<file path="src/rtl/reflet_bus_fabric.sv">
// Reflet bus fabric: steers CPU accesses to instruction, data or peripheral targets,
// inserting fixed wait states for memories and a ready timeout for peripherals.
module reflet_bus_fabric #(
    parameter int                  wordsize    = 16,
    parameter logic [wordsize-1:0] data_base   = {1'b1, {(wordsize-1){1'b0}}},
    parameter logic [wordsize-1:0] periph_base = {{(wordsize-8){1'b1}}, 8'h00},
    parameter int                  inst_wait   = 0,
    parameter int                  data_wait   = 0,
    parameter int                  timeout     = 255
) (
    input  logic                clk,
    input  logic                reset,
    input  logic                cpu_req,
    input  logic [wordsize-1:0] cpu_addr,
    input  logic [wordsize-1:0] cpu_wdata,
    input  logic                cpu_write_en,
    output logic [wordsize-1:0] cpu_rdata,
    output logic                cpu_enable,
    input  logic                err_clear,
    output logic                bus_error,
    output logic [wordsize-1:0] tgt_addr,
    output logic [wordsize-1:0] tgt_wdata,
    output logic                tgt_write_en,
    output logic                inst_en,
    output logic                data_en,
    input  logic [wordsize-1:0] inst_rdata,
    input  logic [wordsize-1:0] data_rdata,
    output logic                periph_en,
    output logic [7:0]          periph_addr,
    output logic [7:0]          periph_wdata,
    output logic                periph_write_en,
    input  logic [7:0]          periph_rdata,
    input  logic                periph_ready
);

    // state  | meaning
    // IDLE   | no access in flight; zero-wait accesses complete here
    // WAIT   | memory access latched, counting down wait states
    // PERIPH | peripheral access latched, waiting for ready or timeout
    typedef enum logic [1:0] {IDLE, WAIT, PERIPH} state_t;
    typedef enum logic [1:0] {RG_INST, RG_DATA, RG_PERIPH} region_t;

    localparam int lane_w   = $clog2(wordsize / 8);
    localparam int max_wait = (inst_wait > data_wait) ? inst_wait : data_wait;
    localparam int max_cnt  = (max_wait > timeout) ? max_wait : timeout;
    localparam int cnt_w    = $clog2(max_cnt + 1);

    // Counters load N-1 so the terminal compare at zero lands on the completing cycle.
    localparam logic [cnt_w-1:0] inst_load = (inst_wait > 0) ? cnt_w'(inst_wait - 1) : '0;
    localparam logic [cnt_w-1:0] data_load = (data_wait > 0) ? cnt_w'(data_wait - 1) : '0;
    localparam logic [cnt_w-1:0] tmo_load  = cnt_w'(timeout - 1);

    state_t                state_q, state_d;
    logic [cnt_w-1:0]      cnt_q, cnt_d;
    logic [wordsize-1:0]   addr_q, addr_d;
    logic [wordsize-1:0]   wdata_q, wdata_d;
    logic                  we_q, we_d;
    region_t               region_q, region_d;
    logic                  bus_error_q, bus_error_d;

    region_t               dec_region;
    region_t               eff_region;
    logic [wordsize-1:0]   eff_addr;
    logic [wordsize-1:0]   eff_wdata;
    logic [lane_w-1:0]     lane;
    logic [wordsize-1:0]   mem_rdata;
    logic [wordsize-1:0]   lane_rdata;
    logic                  mem_zero;
    logic [cnt_w-1:0]      mem_load;
    logic                  timeout_hit;

    always_comb begin
        if (cpu_addr < data_base) begin
            dec_region = RG_INST;
        end else if (cpu_addr < periph_base) begin
            dec_region = RG_DATA;
        end else begin
            dec_region = RG_PERIPH;
        end
    end

    // Outside IDLE the latched request drives the targets; live CPU inputs are ignored.
    assign eff_addr   = (state_q == IDLE) ? cpu_addr   : addr_q;
    assign eff_wdata  = (state_q == IDLE) ? cpu_wdata  : wdata_q;
    assign eff_region = (state_q == IDLE) ? dec_region : region_q;
    assign lane       = eff_addr[lane_w-1:0];

    assign tgt_addr     = eff_addr >> lane_w;
    assign tgt_wdata    = eff_wdata;
    assign periph_addr  = eff_addr[7:0] - periph_base[7:0];
    assign periph_wdata = eff_wdata[{lane, 3'b000} +: 8];
    assign bus_error    = bus_error_q;

    assign mem_rdata  = (eff_region == RG_INST) ? inst_rdata : data_rdata;
    assign lane_rdata = {{(wordsize-8){1'b0}}, periph_rdata} << {lane, 3'b000};
    assign mem_zero   = (dec_region == RG_INST) ? (inst_wait == 0) : (data_wait == 0);
    assign mem_load   = (dec_region == RG_INST) ? inst_load : data_load;

    always_comb begin
        state_d         = state_q;
        cnt_d           = cnt_q;
        addr_d          = addr_q;
        wdata_d         = wdata_q;
        we_d            = we_q;
        region_d        = region_q;
        timeout_hit     = 1'b0;
        cpu_enable      = 1'b1;
        cpu_rdata       = '0;
        inst_en         = 1'b0;
        data_en         = 1'b0;
        tgt_write_en    = 1'b0;
        periph_en       = 1'b0;
        periph_write_en = 1'b0;

        case (state_q)
            IDLE: begin
                if (cpu_req && reset) begin
                    addr_d   = cpu_addr;
                    wdata_d  = cpu_wdata;
                    we_d     = cpu_write_en;
                    region_d = dec_region;
                    if (dec_region == RG_PERIPH) begin
                        periph_en       = 1'b1;
                        periph_write_en = cpu_write_en;
                        if (periph_ready) begin
                            cpu_rdata = lane_rdata;
                        end else begin
                            cpu_enable = 1'b0;
                            cnt_d      = tmo_load;
                            state_d    = PERIPH;
                        end
                    end else begin
                        inst_en = (dec_region == RG_INST);
                        data_en = (dec_region == RG_DATA);
                        if (mem_zero) begin
                            tgt_write_en = cpu_write_en;
                            cpu_rdata    = mem_rdata;
                        end else begin
                            cpu_enable = 1'b0;
                            cnt_d      = mem_load;
                            state_d    = WAIT;
                        end
                    end
                end
            end
            WAIT: begin
                inst_en = (region_q == RG_INST);
                data_en = (region_q == RG_DATA);
                if (cnt_q == '0) begin
                    tgt_write_en = we_q;
                    cpu_rdata    = mem_rdata;
                    state_d      = IDLE;
                end else begin
                    cpu_enable = 1'b0;
                    cnt_d      = cnt_q - cnt_w'(1);
                end
            end
            PERIPH: begin
                if (cnt_q == '0) begin
                    timeout_hit = 1'b1;
                    state_d     = IDLE;
                end else begin
                    periph_en       = 1'b1;
                    periph_write_en = we_q;
                    if (periph_ready) begin
                        cpu_rdata = lane_rdata;
                        state_d   = IDLE;
                    end else begin
                        cpu_enable = 1'b0;
                        cnt_d      = cnt_q - cnt_w'(1);
                    end
                end
            end
            default: state_d = IDLE;
        endcase

        // A timeout in the same cycle as a clear must leave the flag set.
        if (timeout_hit) begin
            bus_error_d = 1'b1;
        end else if (err_clear) begin
            bus_error_d = 1'b0;
        end else begin
            bus_error_d = bus_error_q;
        end
    end

    always_ff @(posedge clk or negedge reset) begin
        if (!reset) begin
            state_q     <= IDLE;
            cnt_q       <= '0;
            addr_q      <= '0;
            wdata_q     <= '0;
            we_q        <= 1'b0;
            region_q    <= RG_INST;
            bus_error_q <= 1'b0;
        end else begin
            state_q     <= state_d;
            cnt_q       <= cnt_d;
            addr_q      <= addr_d;
            wdata_q     <= wdata_d;
            we_q        <= we_d;
            region_q    <= region_d;
            bus_error_q <= bus_error_d;
        end
    end

endmodule

</file>
<file path="config.mk">
export PLATFORM = sky130hd
export DESIGN_NAME = reflet_bus_fabric
export DESIGN_NICKNAME = d
export VERILOG_FILES = /design/src/rtl/reflet_bus_fabric.sv
export SDC_FILE = /design/constraint.sdc
export NUM_CORES = 1
export LEC_CHECK = 0
export CORE_MARGIN = 2
export CORE_UTILIZATION = 36
export DETAILED_ROUTE_END_ITERATION = 12
export PLACE_DENSITY = 0.77
export SYNTH_ARGS = -nofsm -noshare
export SYNTH_HDL_FRONTEND = slang
export SYNTH_SLANG_ARGS = --single-unit
</file>
<file path="constraint.sdc">
create_clock -name clk -period 2.1 [get_ports clk]
set_input_delay 0.42 -clock clk [delete_from_list [all_inputs] [get_ports clk]]
set_output_delay 0.42 -clock clk [all_outputs]
set_load 0.02 [all_outputs]
</file>
==> run summary, run 1 <==
The highest net fanout along the worst path is 4. The element type at the critical path start was a flop. Across the run, the number of max-cap violations was 0.

Once the floorplan was initialized, standard cells occupied 37.0% of the core. Adding up every negative setup slack in the final design gives -9.95 ns. For the number of endpoints with negative hold slack in the final report, the log shows 0.

The overall routed net length was 10.4 mm; the worst clock skew on the final layout was 0.00820 ns. The fill cell total of the finished layout was 589. The tools report the post-route non-filler standard cell count as 616.

The number of global-route vias before repair came out at 3231. For this run, the slowest stage of the critical path takes 0.39 ns. The share of post-route cells with drive strength above 1 is 41.8%. Fraction of synthesized area in multiplexers: 22.4%. The flow ran to the end, but the final reports show violations.

In this run the tightest slew margin relative to its limit is 60.9%. Synthesis produced 314 cells. The run gives 45 as the count of cell types in the netlist. CTS placed an instance of clkbuf_8 at the clock tree root. The diode insertion count for antenna repair was 0; the portion of the clock cycle consumed by the worst path in the final layout was 122%. The growth of design area from synthesis to finish works out to 80.9%.

Walking the worst path, the cells encountered are inv_1, ha_2, or3b_4, o21a_4, o21ai_4, buf_12, buf_6, o22ai_2, buf_6. The multi-input combinational cells in the finished layout cover a total of 1730 um2. The number of hold-repair buffers added at the cts stage is 0.

Counting stages on the worst path, the most repeated cell is buf_6. For the required time at the worst-slack endpoint, the log shows 1.68 ns. The total half-perimeter wirelength after legalization and detailed placement is 7.14 mm. At the end of the flow, the number of nets in the layout was 592. The most used flip-flop cell after synthesis is dfrtp_1.

The run gives 8580 um2 as the area of the die. Using the TritonRoute via totals, the vias-per-cell ratio works out to 5.22. Setup violations remaining at the end of the flow were counted as 33. For the global-route usage over all layers, the log shows 23.3%. Summed over all cells, the static leakage comes to 0.00251 uW.

Leaving out fill and tap cells, the most frequent cells in the layout are 109 x nand2_1, 69 x clkdlybuf4s50_1, 45 x buf_4, 44 x dfrtp_1, 35 x buf_6. The clock tree synthesis step divided the H-tree into 2 levels. During I/O placement, the number of pins put on the boundary was 149.

The later-pin clock latency in the skew report was 0.29 ns. TritonCTS built the clock tree. The measured slew at the worst slew-check pin is 0.586 ns, and the first-iteration detailed-routing DRC count is 139.

After Yosys synthesis, XOR and XNOR cells account for 0.310% of the synthesized area. The fraction of the mapped netlist area in compound gates is 10.3%. The worst setup path is captured at a primary output. The worst hold path belongs to the class input port to asynchronous set/reset pin. The Yosys step of the flow raised 0 warnings. The final reports fail on setup timing.

Leaving out fill and tap cells, the most frequent cell in the layout is nand2_1. The area taken by flip-flops and latches came out at 1130 um2. The share of the Yosys chip area taken by registers is 39.8%.

Global routing finished with a remaining overflow of 0. The clock passes through at most 2 buffers. The floorplan step defined a core boundary enclosing 7650 um2. Summing the areas of all fa, ha and maj instances in the mapped netlist gives 0.443% of the synthesized area. After clock tree synthesis, the clock-pin slew on the worst setup and hold paths is 0.09 ns. After synthesis, the share of flip-flops with an asynchronous set or reset is 100%. The logs give 0 for the number of antenna violations at the first check in global routing and 0.852 for the global placement routability congestion.

The die extent in x is 92.6 um, and the number of buffers created by CTS is 5. In the final routed layout, each cell accounts on average for 16.8 um. For this design, the slowest cell found on the critical path is or3b_4. The first global-routing pass estimated 15.9 mm of wire. The detail route stage leaves a number of antenna-violating nets equal to 0. The first-pass detailed-route iteration total is 4, and the number of slew-limit violations in the final report is 0. Entering global routing, the biggest net connects 45 pins.

The logs give 393 for the synthesized netlist net count and 586 for the cell count after placement. The main combinational cell family by area after synthesis is multiplexers. The total standard cell area after synthesis was 2830 um2; the total power density per cell area was 458 nW/um2. The flop and latch count out of synthesis was 45. The number of enable-type register cells in the synthesized netlist was 0.

The synthesized area divided by synthesized cell count is 9.00 um2. For the highest ir drop seen on vdd, the log shows 0.277 mV. The final worst setup slack was -0.457 ns.

Port buffering added 147 buffers. The height of the chip is 92.6 um, and the basic-gate share of the synthesized area counting and, or, nand and nor cells is 20.9%. Based on the critical path, the design can be clocked at up to 391 MHz. Total via count in the routed design: 3216. Setup repair after global routing could not meet its margin everywhere. For the finished layout, the period the worst path requires is 2.56 ns.

At the worst endpoint, the arrival time is 2.14 ns. By startpoint and endpoint, the worst setup path is classified as flop to primary output. In this run the core area contains 32 standard-cell rows.

The run gives 45 as the TritonCTS sink count. For this run, design rule violations remaining after detail routing come to 0.
-- critical path: cells and delay by family (launching register included) --
family	cells	cell delay [ns]
flops	1	0.38
compound gates	3	0.47
fa+ha+maj	1	0.17
simple gates	1	0.39
buf+inv	4	0.42
-- synthesized netlist by cell type (2+ instances only) --
library cell / number / area [um2]
buf_1: 5 / 18.8
nand3_1: 3 / 15.0
a21oi_1: 2 / 10.0
nor3_1: 2 / 10.0
nand4_1: 3 / 18.8
a21oi_2: 2 / 17.5
nand2_1: 111 / 417
mux2_2: 40 / 450
clkbuf_1: 6 / 22.5
nor4_1: 2 / 12.5
o22ai_1: 16 / 100
nor2_1: 6 / 22.5
inv_1: 6 / 22.5
buf_4: 10 / 75.1
dfrtp_1: 45 / 1130
mux2i_1: 17 / 170
buf_2: 3 / 15.0
o21ai_4: 2 / 32.5
or4_1: 2 / 15.0
and4_1: 2 / 17.5
o21ai_1: 4 / 20.0
nand3b_1: 2 / 15.0
-- final cells by class --
cell class	instances	share of cell area, %
clock buffers	7	1.88
clock inverters	1	0.0979
flip-flops and latches	45	22.1
well taps	102	2.50
repair buffers	216	39.2
inverters	7	0.514
multi-input cells	238	33.8
-- state kept, by name (all words and copies together) (netlist names) --
| signal | cells |
|---|---|
| cnt_q | 8 |
| region_q | 2 |
| we_q | 1 |
| addr_q | 16 |
| state_q | 1 |
| bus_error | 1 |
| wdata_q | 16 |
-- per-stage QoR --
stage / hold slack [ns] / power [uW] / utilization [%] / worst slack [ns] / cell area (um2)
after floorplan: 0.124 / 1320 / - / -0.0552 / 2840
after global placement: 0.336 / 1700 / 61.2 / -0.788 / 4680
after detailed placement: 0.336 / 1720 / 61.2 / -0.780 / 4680
after CTS: 0.0113 / 2320 / 65.2 / -0.489 / 4980
after global routing: 0.00340 / 2460 / 66.9 / -0.537 / 5110
final: 0.0173 / 2340 / 66.9 / -0.457 / 5110
-- per-layer routing --
| layer | wire (um) | track usage (%) | vias up |
|---|---|---|---|
| met5 | 0 | 0 | - |
| met4 | 230 | 6.47 | 0 |
| met3 | 968 | 6.18 | 22 |
| met2 | 5210 | 42.9 | 172 |
| met1 | 3960 | 26.2 | 1547 |
| li1 | - | - | 1475 |
-- worst paths after layout --
check,slack (ns),cells past startpoint,startpoint,endpoint
max,-0.46,9,cnt_q[0],cpu_rdata[8]
min,0.02,2,reset,bus_error
max reg2reg,0.16,8,cnt_q[0],cnt_q[2]
min reg2reg,0.48,2,addr_q[5],addr_q[5]
max in group asynchronous,1.42,2,reset,state_q[1]
min in group clk,0.48,2,addr_q[5],addr_q[5]
-- cell families (layout without fill, tap and decap cells) --
| kind of cell | after synthesis | count (layout) |
|---|---|---|
| adders and majority gates | 1 | 1 |
| DFF | 45 | 45 |
| buffers and inverters | 31 | 231 |
| xor gates and xnor gates | 1 | 1 |
| and+or+nand+nor | 139 | 139 |
| AOI/OAI and AO/OA | 38 | 38 |
| other | 1 | 1 |
| muxes | 58 | 58 |
-- power breakdown --
group,leakage (uW),total [uW],switching (uW),internal (uW)
logic,0.00189,743,357,386
registers,0.000572,1000,50.5,953
clock network,0.0000542,593,295,298
total,0.00251,2340,703,1640
-- timing repair --
item	4_1_cts	5_1_grt
gates cloned	1	0
pin swaps	12	6
setup endpoints to repair	69	50
gates resized for setup	343	40
buffers inserted	17	6
Note: power is estimated with default switching activity, not from simulation.
==> inputs of run 2 (changes only) <==
--- a/config.mk
+++ b/config.mk
@@ -6,9 +6,10 @@
 export NUM_CORES = 1
 export LEC_CHECK = 0
 export CORE_MARGIN = 2
-export CORE_UTILIZATION = 36
+export CORE_UTILIZATION = 48
 export DETAILED_ROUTE_END_ITERATION = 12
-export PLACE_DENSITY = 0.77
+export DONT_BUFFER_PORTS = 1
+export PLACE_DENSITY = 0.65
 export SYNTH_ARGS = -nofsm -noshare
 export SYNTH_HDL_FRONTEND = slang
 export SYNTH_SLANG_ARGS = --single-unit
==> run summary, run 2 (synthesis gave the netlist of run 1 again) <==
The count of nets after finishing was 443 (-25%); the switching share of power was 29.5% (-0.50 points). Setup repair after global routing could not meet its margin everywhere. The logs give 22.9% (-8.9 points) for the fraction of power consumed by combinational cells and 0 (unchanged) for the number of antenna violations at the first check in global routing.

STA classifies the critical path endpoint as a primary output. The shortest clock period the worst path allows after layout is 2.47 ns (-0.0908 ns), and the largest buffer count on any clock path is 2 (unchanged). The portion of the clock cycle consumed by the worst path in the final layout came out at 117% (-4.3 points).

The maximum single-stage delay on the critical path was 0.38 ns (about the same). Clock-pin transition on the worst setup and hold timing paths: 0.08 ns (about the same). The run gives 2483 (-23%) as the total via count in the routed design. The path with the worst hold slack has its endpoint at bus_error.

The internal power was 1450 uW (-12%). The critical path is of the flop to primary output type. The tools report the number of endpoints with negative hold slack in the final report as 0 (unchanged). The worst register-to-register path ends at cnt_q[2].

The run finished, with violations left. The run gives 28.5% (+3.1 points) as the relative contribution of the clock network to total power. The logs give 63.9% (-2.9 points) for the core occupancy in the finished layout and 22.4% (-0.83 points) for the global-route usage over all layers. The first-pass detailed-route iteration total is 4 (unchanged), and the share of post-route cells with drive strength above 1 is 36.7% (-5.1 points). Later-pin clock latency in the skew report: 0.29 ns (about the same). The checks that failed: setup timing.

TritonCTS built the clock tree. The count of buffers inserted at the top-level ports was 0 (-100%). The layer flagged by global routing as most heavily used is met2. The TritonCTS sink count is 45 (unchanged). For the routing usage on met2, the log shows 40.4% (-2.5 points).

The library cell contributing the largest single delay on the critical path is dfrtp_1. Routed wirelength normalized by instance count: 17.0 um (+1.2%). The switching power of the nets was 607 uW (-14%).

Required time at the worst-slack endpoint: 1.68 ns (about the same). The fill cell total of the finished layout is 472 (-20%). The logs give 0 (unchanged) for the diode insertion count for antenna repair and 48.6% (+5.7 points) for the part of the power in registers. The growth of design area from synthesis to finish is 26.8%, and the highest ir drop seen on vdd is 0.368 mV (+33%).

For the fmax, the log shows 405 MHz (+3.7%). The number of slew-limit violations in the final report is 0 (unchanged). The count of unresolved DRC violations after routing was 0 (unchanged). The logs give 0.17 ns (about the same) for the slack of the worst reg-to-reg path and 0.00178 uW (-29%) for the leakage power figure. The tree is rooted in a clkbuf_8. The global placement routability congestion is 0.801 (-6.0%), and the highest net fanout along the worst path is 8 (+4). The area of the die is 6520 um2 (-24%), and the final global-route overflow total is 0 (unchanged). The run gives 2 (unchanged) as the level count of the clock H-tree. The source of the worst register-to-register timing path was cnt_q[0].

The arrival time at the worst endpoint came out at 2.05 ns (-0.09 ns). The min-delay analysis places its worst path in the category input port to flop. The number of buffers created by CTS was 5 (unchanged). The first-iteration detailed-routing DRC count was 97 (-30%); the final antenna-violating net count was 0 (unchanged). For the total half-perimeter wirelength after legalization and detailed placement, the log shows 5.33 mm (-25%). The worst clock skew on the final layout is 0.00312 ns (-0.00508 ns), and the final worst setup slack is -0.367 ns (+0.0908 ns). In the layout the commonest cells are 110 x nand2_1, 55 x buf_4, 44 x dfrtp_1, 32 x mux2_2, 17 x mux2i_1. The height of the chip is 80.7 um (-13%), and the via count normalized by instance count is 5.68 (+8.8%). Startpoint of the worst hold path: err_clear.

For the row count, the log shows 27 (-16%). The run gives 11.2 mm (-30%) as the first-pass GRT wire length. The library cell used most frequently in the layout, excluding fill and tap cells, is nand2_1. The run gives 25.0% (-1.2 points) as the met1 demand-to-capacity share in global routing. The starting density of the core was 50.4% (+13 points); the worst hold slack was 0.219 ns (+0.202 ns).

The logs give 2060 uW (-12%) for the overall power consumption and 7.56% (+1.4 points) for the met3 usage. Traced cell by cell, the critical path runs through inv_1, ha_2, or3b_4, o21a_4, o21ai_4, o22ai_1, buf_4. For the count of max-cap constraint violations, the log shows 0 (unchanged). The pin count of the biggest net entering global routing came out at 46 (+2.2%). Number of setup violations in the final report: 27 (-18%). The element type at the critical path start was a flop. The largest registers in the layout are addr_q: 16 flops, wdata_q: 16 flops, cnt_q: 8 flops. The worst-case reg-to-reg path depth is 8 (unchanged). The die extent in x is 80.7 um (-13%), and the overall routed net length is 7.44 mm (-28%). The worst hold path depth is 1. The total power density per cell area is 573 nW/um2 (+25%), and the area of the core is 5610 um2 (-27%). The number of global-route vias before repair is 2379 (-26%), and the count of pins on the block boundary is 149 (unchanged).
run 2: cell count changes in the layout (fill, tap and decap cells not counted), sizes merged:
cell,delta
clkdlybuf4s50,-69
buf,-57
clkdlybuf4s15,-14
dlygate4sd2,-8
clkbuf,-2
clkinv,+1
dlygate4sd3,+1
inv,-1
run 2: worst max-delay path: cells and delay by family (launching register included):
| family | cells | cell delay [ns] |
|---|---|---|
| flops | 1 | 0.38 |
| compound gates | 3 | 0.60 |
| simple gates | 1 | 0.38 |
| buf+inv | 2 | 0.23 |
| fa+ha+maj | 1 | 0.17 |
run 2: how the worst max path moves through the flow:
stage / from / cells after the start / end
floorplan: cnt_q[3] / 5 / cpu_rdata[1]
global placement: cnt_q[3] / 5 / cpu_rdata[1]
detailed placement: cnt_q[3] / 5 / cpu_rdata[1]
CTS: cnt_q[0] / 7 / cpu_rdata[10]
global route: cnt_q[0] / 7 / cpu_rdata[15]
finish: cnt_q[0] / 7 / cpu_rdata[7]
run 2: cell type report:
type / count / area (um2) / share of cell area, %
multi-input cells: 238 / 1630 / 45.5
flip-flops and latches: 45 / 1130 / 31.4
repair buffers: 67 / 606 / 16.9
clock buffers: 7 / 96.3 / 2.69
well taps: 72 / 90.1 / 2.51
inverters: 7 / 27.5 / 0.768
clock inverters: 1 / 5.00 / 0.140
run 2: what timing repair did:
item / CTS / global route
endpoints found under the setup margin: 31 / 29
hold buffers: 2 / 0
buffers inserted: 4 / 3
pin swaps: 15 / 3
hold endpoints to repair: 45 / 0
gates resized for setup: 30 / 5
run 2: through the flow:
step	std cells	TNS, ns	setup WS, ns	cell area [um2]
final	437	-6.42	-0.367	3580
after global routing	437	-8.15	-0.444	3580
after CTS	434	-6.34	-0.368	3550
after detailed placement	420	-0.658	-0.0608	3250
after global placement	420	-0.315	-0.0325	3250
after floorplan	314	-0.709	-0.0552	2840
run 2: layer usage:
layer | share of wire [%] | up-vias
met5 | 0 | -
met2 | 50 | 118
met3 | 9.8 | 11
met1 | 39 | 1178
met4 | 1.7 | 0
li1 | - | 1176
run 2: power by group through the flow:
stage          registers, uW  logic, uW  clock network, uW
6_report                 999        472                585
5_1_grt                 1010        518                637
4_1_cts                  998        470                603
3_5_place_dp            1010        420                  0
3_3_place_gp            1010        411                  0
2_1_floorplan           1000        323                  0
==> inputs of run 3 (changes only) <==
--- a/config.mk
+++ b/config.mk
@@ -5,7 +5,7 @@
 export SDC_FILE = /design/constraint.sdc
 export NUM_CORES = 1
 export LEC_CHECK = 0
-export CORE_MARGIN = 2
+export CORE_MARGIN = 1.5
 export CORE_UTILIZATION = 48
 export DETAILED_ROUTE_END_ITERATION = 12
 export DONT_BUFFER_PORTS = 1
==> run summary, run 3 (synthesis gave the netlist of run 1 again) <==
The worst setup slack before clock tree synthesis came out at -0.0617 ns (-0.000890 ns). The tools report the first-pass detailed-route iteration total as 4 (unchanged). The library cell used most frequently in the layout, excluding fill and tap cells, is nand2_1. The tools report the number of slew-limit violations in the final report as 0 (unchanged). The diode insertion count for antenna repair was 0 (unchanged); the routed wirelength normalized by instance count was 17.8 um (+4.4%). The logs give 0 (unchanged) for the count of unresolved DRC violations after routing and 24.2% (+1.8 points) for the global-route usage over all layers. The fraction of power consumed by combinational cells is 22.8% (about the same). CTS placed an instance of clkbuf_8 at the clock tree root. The run gives 2.05 ns (about the same) as the arrival time at the worst endpoint. The startpoint of the worst hold path was err_clear. The logs give 31.3% (+2.8 points) for the relative contribution of the clock network to total power and 0.795 (-0.71%) for the global placement routability congestion. The min-delay analysis places its worst path in the category input port to flop.

The checks that failed: setup timing. The number of setup violations in the final report is 27 (unchanged), and the die extent in x is 79.7 um (-1.2%). The run gives 0.30 ns (about the same) as the later-pin clock latency in the skew report. The logs give 0.00183 uW (+2.9%) for the leakage power figure and 6360 um2 (-2.5%) for the area of the die.

Clock-pin transition on the worst setup and hold timing paths: 0.08 ns (about the same). The run finished, with violations left. STA classifies the critical path endpoint as a primary output. The count of pins on the block boundary came out at 149 (unchanged).

The source of the worst register-to-register timing path was cnt_q[1]. The TritonCTS sink count came out at 45 (unchanged). The first-iteration detailed-routing DRC count is 109 (+12%). The starting density of the core was 50.4% (unchanged). The count of buffers inserted at the top-level ports is 0 (unchanged). The category of the critical setup timing path is flop to primary output. The final worst setup slack was -0.369 ns (-0.00198 ns); the overall routed net length was 7.91 mm (+6.3%).

The part of the power in registers was 45.9% (-2.7 points); the area of the core was 5610 um2 (unchanged). In this run the worst setup path begins at cnt_q[1]. Number of antenna violations at the first check in global routing: 0 (unchanged). For the level count of the clock H-tree, the log shows 2 (unchanged).

The logs give 11.8 mm (+5.2%) for the first-pass GRT wire length and 479 (+1.5%) for the fill cell total of the finished layout. The top cell types in the final layout, fill and taps aside, are 108 x nand2_1, 57 x buf_4, 44 x dfrtp_1, 32 x mux2_2, 17 x mux2i_1. The internal power came out at 1550 uW (+7.2%).

Shortest clock period the worst path allows after layout: 2.47 ns (+0.00198 ns). The worst clock skew on the final layout was 0.00322 ns (+0.0000990 ns). The portion of the clock cycle consumed by the worst path in the final layout is 118% (about the same). STA classifies the critical path startpoint as a flop. TritonCTS built the clock tree. The total power density per cell area is 588 nW/um2 (+2.6%).

The via count normalized by instance count is 5.67 (-0.29%). The required time at the worst-slack endpoint came out at 1.68 ns (about the same). The row count was 27 (unchanged). The share of post-route cells with drive strength above 1 was 38.6% (+1.9 points).

The largest buffer count on any clock path is 2 (unchanged). For the final global-route overflow total, the log shows 0 (unchanged). Highest ir drop seen on vdd: 0.445 mV (+21%).

Final antenna-violating net count: 0 (unchanged). For the number of endpoints with negative hold slack in the final report, the log shows 0 (unchanged). Setup repair after global routing could not meet its margin everywhere.

The overall power consumption was 2170 uW (+5.8%); the switching power of the nets was 621 uW (+2.4%). The logs give 5 (unchanged) for the number of buffers created by CTS and 65.9% (+2.0 points) for the core occupancy in the finished layout. The pin count of the biggest net entering global routing was 46 (unchanged).

The fmax came out at 405 MHz (about the same). Highest net fanout along the worst path: 8 (unchanged). Height of the chip: 79.7 um (-1.2%). The run gives 2419 (+1.7%) as the number of global-route vias before repair.

The total half-perimeter wirelength after legalization and detailed placement is 5.53 mm (+3.7%). The switching share of power is 28.6% (-0.96 points). In the final layout, the registers with the most flip-flops are addr_q: 16 flops, wdata_q: 16 flops, cnt_q: 8 flops. The tools report the total via count in the routed design as 2521 (+1.5%).

From synthesis to final layout, the design area changed by 30.7%. The count of max-cap constraint violations was 0 (unchanged); the count of nets after finishing was 451 (+1.8%).
run 3: cell type report:
class / count / area [um2] / area share [%]
inverters: 7 / 27.5 / 0.745
multi-input cells: 238 / 1650 / 44.6
well taps: 72 / 90.1 / 2.44
clock inverters: 1 / 30.0 / 0.813
clock buffers: 7 / 86.3 / 2.34
flip-flops and latches: 45 / 1130 / 30.5
repair buffers: 75 / 684 / 18.5
run 3: stage by stage:
| stage | TNS (ns) | hold slack (ns) | cells | cell area, um2 |
|---|---|---|---|---|
| floorplan | -0.709 | 0.124 | 314 | 2840 |
| global placement | -0.419 | 0.125 | 423 | 3270 |
| detailed placement | -0.716 | 0.125 | 423 | 3270 |
| CTS | -6.28 | 0.203 | 440 | 3590 |
| global route | -8.46 | 0.203 | 445 | 3690 |
| finish | -6.54 | 0.213 | 445 | 3690 |
run 3: routing by layer:
layer  vias up  global-route usage, %  routed length, um
met2       114                   42.9               4010
li1       1195                      -                  -
met3        11                   6.17                608
met5         -                      0                  0
met4         0                   7.41                140
met1      1201                   28.8               3160
run 3: worst max-delay path: stages, from the launching register on:
cell,delay (ns)
dfrtp_1,0.39
inv_1,0.06
ha_1,0.14
or3b_4,0.38
o21a_4,0.23
o21ai_4,0.25
o22ai_1,0.13
buf_4,0.17
run 3: path summary, 6_finish.rpt:
path | end | slack [ns] | cells after the start
hold reg to reg | addr_q[15] | 0.48 | 2
hold / removal | bus_error | 0.21 | 1
setup / recovery | cpu_rdata[9] | -0.37 | 7
setup reg to reg | cnt_q[6] | 0.09 | 11
max in group asynchronous | state_q[1] | 1.24 | 2
min in group asynchronous | cnt_q[7] | 0.62 | 2
run 3: what timing repair did:
action,CTS,global route
endpoints found under the setup margin,41,30
hold buffers,2,0
pin swaps,9,4
resized for setup,30,17
hold endpoints to repair,45,0
gates cloned,0,1
buffers inserted,7,4
run 3: power groups by stage:
stage          clock network [uW]  logic (uW)  registers [uW]
5_1_grt                       727         543            1010
2_1_floorplan                   0         323            1000
3_3_place_gp                    0         412            1010
3_5_place_dp                    0         422            1010
6_report                      680         495             999
4_1_cts                       688         477             997
